$ cat src/rtl/sr_ff_exerciser.sv
// Stimulus-and-check engine for a clocked SR flip-flop: applies a fixed S/R
// vector table, samples Q/Qn back and scores them against a reference model.
module sr_ff_exerciser #(
   parameter int NUM_VEC = 8
) (
   input  logic       clk,
   input  logic       rst_n,
   input  logic       start,
   input  logic       q_in,
   input  logic       qn_in,
   output logic       s_out,
   output logic       r_out,
   output logic       busy,
   output logic       done,
   output logic       pass,
   output logic [3:0] err_count,
   output logic [2:0] vec_idx
);

   typedef enum logic [2:0] {IDLE, APPLY, SETTLE, CHECK, DONE} state_t;

   localparam logic [2:0] LAST_IDX = 3'(NUM_VEC - 1);

   state_t     state_q, state_d;
   logic [2:0] vec_idx_q, vec_idx_d;
   logic [3:0] err_count_q, err_count_d;
   logic       s_q, s_d;
   logic       r_q, r_d;
   logic       exp_q_q, exp_q_d;
   logic       exp_valid_q, exp_valid_d;
   logic [1:0] cur_sr;
   logic       model_q;
   logic       model_valid;
   logic       err_hit;

   function automatic logic [1:0] vec_sr(input logic [2:0] idx);
      logic [1:0] sr;
      case (idx)
         3'd0:    sr = 2'b01;
         3'd1:    sr = 2'b10;
         3'd2:    sr = 2'b00;
         3'd3:    sr = 2'b01;
         3'd4:    sr = 2'b00;
         3'd5:    sr = 2'b10;
         3'd6:    sr = 2'b11;
         3'd7:    sr = 2'b01;
         default: sr = 2'b00;
      endcase
      return sr;
   endfunction

   always_comb begin
      state_d     = state_q;
      vec_idx_d   = vec_idx_q;
      err_count_d = err_count_q;
      s_d         = s_q;
      r_d         = r_q;
      exp_q_d     = exp_q_q;
      exp_valid_d = exp_valid_q;
      cur_sr      = vec_sr(vec_idx_q);
      model_q     = exp_q_q;
      model_valid = exp_valid_q;
      err_hit     = 1'b0;

      case (state_q)
         IDLE, DONE: begin
            if (start) begin
               state_d      = APPLY;
               vec_idx_d    = 3'd0;
               err_count_d  = 4'd0;
               {s_d, r_d}   = vec_sr(3'd0);
            end
         end
         APPLY:  state_d = SETTLE;
         SETTLE: state_d = CHECK;
         CHECK: begin
            // The check is scored against the model after it absorbs this vector.
            case (cur_sr)
               2'b10: begin
                  model_q     = 1'b1;
                  model_valid = 1'b1;
               end
               2'b01: begin
                  model_q     = 1'b0;
                  model_valid = 1'b1;
               end
               2'b11:   model_valid = 1'b0;
               default: ;
            endcase
            exp_q_d     = model_q;
            exp_valid_d = model_valid;

            if (q_in == qn_in) begin
               err_hit = 1'b1;
            end else if (model_valid && (q_in != model_q)) begin
               err_hit = 1'b1;
            end
            if (err_hit) begin
               err_count_d = err_count_q + 4'd1;
            end

            if (vec_idx_q == LAST_IDX) begin
               state_d = DONE;
               s_d     = 1'b0;
               r_d     = 1'b0;
            end else begin
               state_d    = APPLY;
               vec_idx_d  = vec_idx_q + 3'd1;
               {s_d, r_d} = vec_sr(vec_idx_q + 3'd1);
            end
         end
         default: state_d = IDLE;
      endcase
   end

   always_ff @(posedge clk) begin
      if (!rst_n) begin
         state_q     <= IDLE;
         vec_idx_q   <= 3'd0;
         err_count_q <= 4'd0;
         s_q         <= 1'b0;
         r_q         <= 1'b0;
         exp_q_q     <= 1'b0;
         exp_valid_q <= 1'b0;
      end else begin
         state_q     <= state_d;
         vec_idx_q   <= vec_idx_d;
         err_count_q <= err_count_d;
         s_q         <= s_d;
         r_q         <= r_d;
         exp_q_q     <= exp_q_d;
         exp_valid_q <= exp_valid_d;
      end
   end

   assign s_out     = s_q;
   assign r_out     = r_q;
   assign busy      = (state_q == APPLY) || (state_q == SETTLE) || (state_q == CHECK);
   assign done      = (state_q == DONE);
   assign pass      = done && (err_count_q == 4'd0);
   assign err_count = err_count_q;
   assign vec_idx   = vec_idx_q;

endmodule

$ cat config.mk
export PLATFORM = sky130hd
export DESIGN_NAME = sr_ff_exerciser
export DESIGN_NICKNAME = d
export VERILOG_FILES = /design/src/rtl/sr_ff_exerciser.sv
export SDC_FILE = /design/constraint.sdc
export NUM_CORES = 1
export LEC_CHECK = 0
export ABC_AREA = 0
export ABC_CLOCK_PERIOD_IN_PS = 2100
export BUFFER_PORTS_ARGS = -buffer_cell sky130_fd_sc_hd__buf_4
export CAP_MARGIN = 20
export CORE_UTILIZATION = 48
export CTS_CLUSTER_DIAMETER = 60
export DETAILED_ROUTE_END_ITERATION = 8
export PLACE_DENSITY = 0.73
export SLEW_MARGIN = 10
export SYNTH_ARGS = -nofsm -noshare
export SYNTH_HDL_FRONTEND = slang
export SYNTH_SLANG_ARGS = --single-unit
$ cat constraint.sdc
create_clock -name clk -period 2.1 [get_ports clk]
set_input_delay 0.525 -clock clk [delete_from_list [all_inputs] [get_ports clk]]
set_output_delay 0.525 -clock clk [all_outputs]
set_load 0.02 [all_outputs]
==> impl_results.md <==
- Post-Route WL: 1830 um
- Min-delay worst type: reg -> reg
- Reg2reg path depth: 6
- First-pass iteration count of the detailed router: 4
- Share of post-route cells with drive strength above 1: around 29%
- Power Dens Cells: 733 mW/mm2
- Vias/cell: 5.19
- CTS tree: yes
- Placed cell areas: 0.00113 mm2
- Net Switching: 281 uW
- Compound-cell area share of the yosys netlist: 12.5%
- Initial antenna violation count: 0
- R2R Path End: cur_sr[0]
- # diodes: 0
- Most numerous cell in the Yosys netlist: dfxtp_1
- CP Data Arrival Time: about 2.1 ns
- Largest net degree at the start of global routing: 21
- Synth Net Count: roughly 120
- Sequential-to-total area share from yosys stat: 33.3%
- Reg2reg setup slack: ~0.16 ns
- Die Y: around 47 um
- Buffers & Inverters on Critical Path: 0
- DRC: 0
- Largest family of logic cells by synthesized area: simple AND/OR/NAND/NOR gates
- Crit start category: flop
- Design area: 0.00119 mm2
- Setup CP Type: reg -> reg
- Crit end category: flop
- Die Width: 46.7 um
- Via count: 810
- Worst path required time: 2.28 ns
- H-tree depth: 1
- Post-synth top area share: 33.3%
- EDFF count, synth: 0
- Static leakage: between 0.5 and 0.6 nW
- Crit path from: state_q[2]
- Num CTS Buffers: 3
- R2R Path Start: state_q[2]
- Max Cap Viol: 0
- Critical path's slowest cell: dfxtp_1
- Cell-internal power: 591 uW
- WL/cell: ~12 um
- Synth top area cells: dfxtp_1, ha_1, mux2i_1
- Netlist cell types: 33
- ANT nets after route: 0
- Starting Density: 53.3%
- Final Max Tran Viols: 0
- Synth area leader: dfxtp_1
- Crit path time final: ~1.9 ns
- Reg power frac: a little over two fifths
- First-pass GRT wire length: 3110 um
- Sw frac: between 30% and 40%
- Clock Power Share: a little under a quarter
- Worst hold path stage count: 2
- Actual slew at the worst max-slew pin: about 0.42 ns
- Mapped Cells: 109
- Worst Skew: 0.00537 ns
- Period utilization: ~90%
- Hold endpoint: r_out
- Synth Area in XOR/XNOR: 1.82%
- Fmax: 0.516 GHz
- Final GP Congestion: 0.826
- Post-synth top cells: dfxtp_1, nand2_1, inv_1
- Final Hold Fails: 0
- Syn Area/Cell: 8.82 um2
- Area grow syn2layout: 23.8%
- Port buffer count: 16
- Prevailing post-synth register cell: dfxtp_1
- Core area: 0.00180 mm2
- Drt initial violations: 22
- Clock latency on the worst-skew pair: 0.28 ns
- Ports: 17
- Worst-path clk slew: 0.10 ns
- CP delay by family, top: multiplexers
- Worst hold start: r_out
- Clk sinks: 16
- Die ar.: between 0.002 and 0.0025 mm2
- Clock Tree Buf Depth: 2
- Worst stage delay on the critical path: about 0.36 ns
- Logic pwr share: 33.6%
- Outcome: completed
- Total grt overflow: 0
- #FFs+latches synth: 16
- Crit path cell chain: nand3b_1 -> mux2i_4 -> o2bb2ai_1 -> nand2_1 -> ha_1 -> mux2_4
- Synthesized area: 961 um2
- Rel. slew slack: 71.9%
- Hold slack: 0.460 ns
- Max VDD drop: about 0.00053 V
- Crit Path Max Fanout: 6
- Synth async-reset ratio: 0%
- All-layer global routing usage: 19.6%
- Mux contribution to synthesized area: between 10% and 20%
- Adder-cell area share of the yosys netlist: 10.4%
- RSZ-0062 raised after global routing: false
- Root buf cell: clkbuf_4
- FP Rows: 15
- Number of global-route vias before repair: 729
- Synth warn: 0
- Fillers: 159
- Final setup viols: 0
- Simple-gate share of the synthesized area: around 23%
- # nets final: 145
- Detailed placement HPWL: 1310 um
-- metrics by stage --
stage	setup slack (ns)	cells	power [mW]	setup TNS [ns]	utilization, %
after floorplan	0.0445	109	0.570	0	-
final	0.163	156	0.872	0	66.0
after detailed placement	-0.0106	151	0.662	-0.0106	62.8
after CTS	0.0722	155	0.865	0	64.9
after global placement	0.00288	151	0.654	0	62.8
after global routing	0.0245	156	0.932	0	66.0
-- worst reg2reg max path, cell delays in order (launching register included) --
cell,delay (ns)
dfxtp_1,0.36
nand3b_1,0.29
mux2i_4,0.26
o2bb2ai_1,0.25
nand2_1,0.10
ha_1,0.31
mux2_4,0.27
-- layer usage --
metal	GRT usage [%]	vias up	share of wire, %
met5	0	-	0
met4	6.86	0	0.82
met3	3.46	2	3.7
met2	31.9	16	47
met1	26.2	376	48
li1	-	416	-
-- state kept, by name, summed over array words and instances, names as in the netlist --
| name | cells |
|---|---|
| cur_sr | 2 |
| err_count | 4 |
| exp_q_q | 1 |
| exp_valid_q | 1 |
| r_out | 1 |
| s_out | 1 |
| state_q | 3 |
| vec_idx | 3 |
-- cell type report --
cell class,instances,area [um2],share of cell area (%)
clock buffers,4,36.3,3.05
repair buffers,22,165,13.9
flip-flops and latches,16,323,27.1
multi-input cells,80,601,50.5
well taps,25,31.3,2.63
inverters,9,33.8,2.84
-- worst max path at each step --
stage | to | slack [ns] | cells past startpoint
finish | cur_sr[0] | 0.16 | 6
global route | cur_sr[0] | 0.02 | 6
CTS | cur_sr[0] | 0.07 | 6
detailed placement | cur_sr[0] | -0.01 | 7
global placement | cur_sr[0] | 0.003 | 7
floorplan | cur_sr[0] | 0.04 | 7
-- timing repair --
| action | CTS | global route |
|---|---|---|
| endpoints found under the setup margin | 0 | 2 |
| hold buffers | 0 | 0 |
| resized for setup | 0 | 5 |
| setup buffers | 0 | 1 |
-- placed cells by master, fill, tap and decap left out, types with 2 or more instances in the layout --
cell type  Yosys  final
nor2b_1        3      3
and2_1         2      2
dfxtp_1       16     14
clkbuf_4       0      3
nand2_1       12     12
nor2_1         6      5
nand2b_1       3      3
inv_1          9      9
a21oi_1        4      4
o21ai_0        4      4
dfxtp_2        0      2
o211a_1        2      2
o21a_1         3      3
buf_4          0     22
ha_1           8      7
mux2i_1        7      7
nand3_1        7      7
xnor2_1        2      2
mux2_2         2      2
-- cell families (layout without fill, tap and decap cells) --
| logic type | after synthesis | in the layout |
|---|---|---|
| AO/OA/AOI/OAI | 17 | 17 |
| XOR/XNOR | 2 | 2 |
| adder cells (fa/ha/maj) | 8 | 8 |
| buffers and inverters | 13 | 35 |
| flip-flops | 16 | 16 |
| multiplexers | 11 | 11 |
| AND/OR/NAND/NOR | 42 | 42 |
-- power by group through the flow --
stage / clock, mW / combinational [mW] / sequential, mW
2_1_floorplan: 0 / 0.184 / 0.386
3_3_place_gp: 0 / 0.280 / 0.374
3_5_place_dp: 0 / 0.286 / 0.377
4_1_cts: 0.208 / 0.288 / 0.369
5_1_grt: 0.226 / 0.322 / 0.383
6_report: 0.204 / 0.293 / 0.375
No activity file was read; power rests on OpenSTA's default activity.
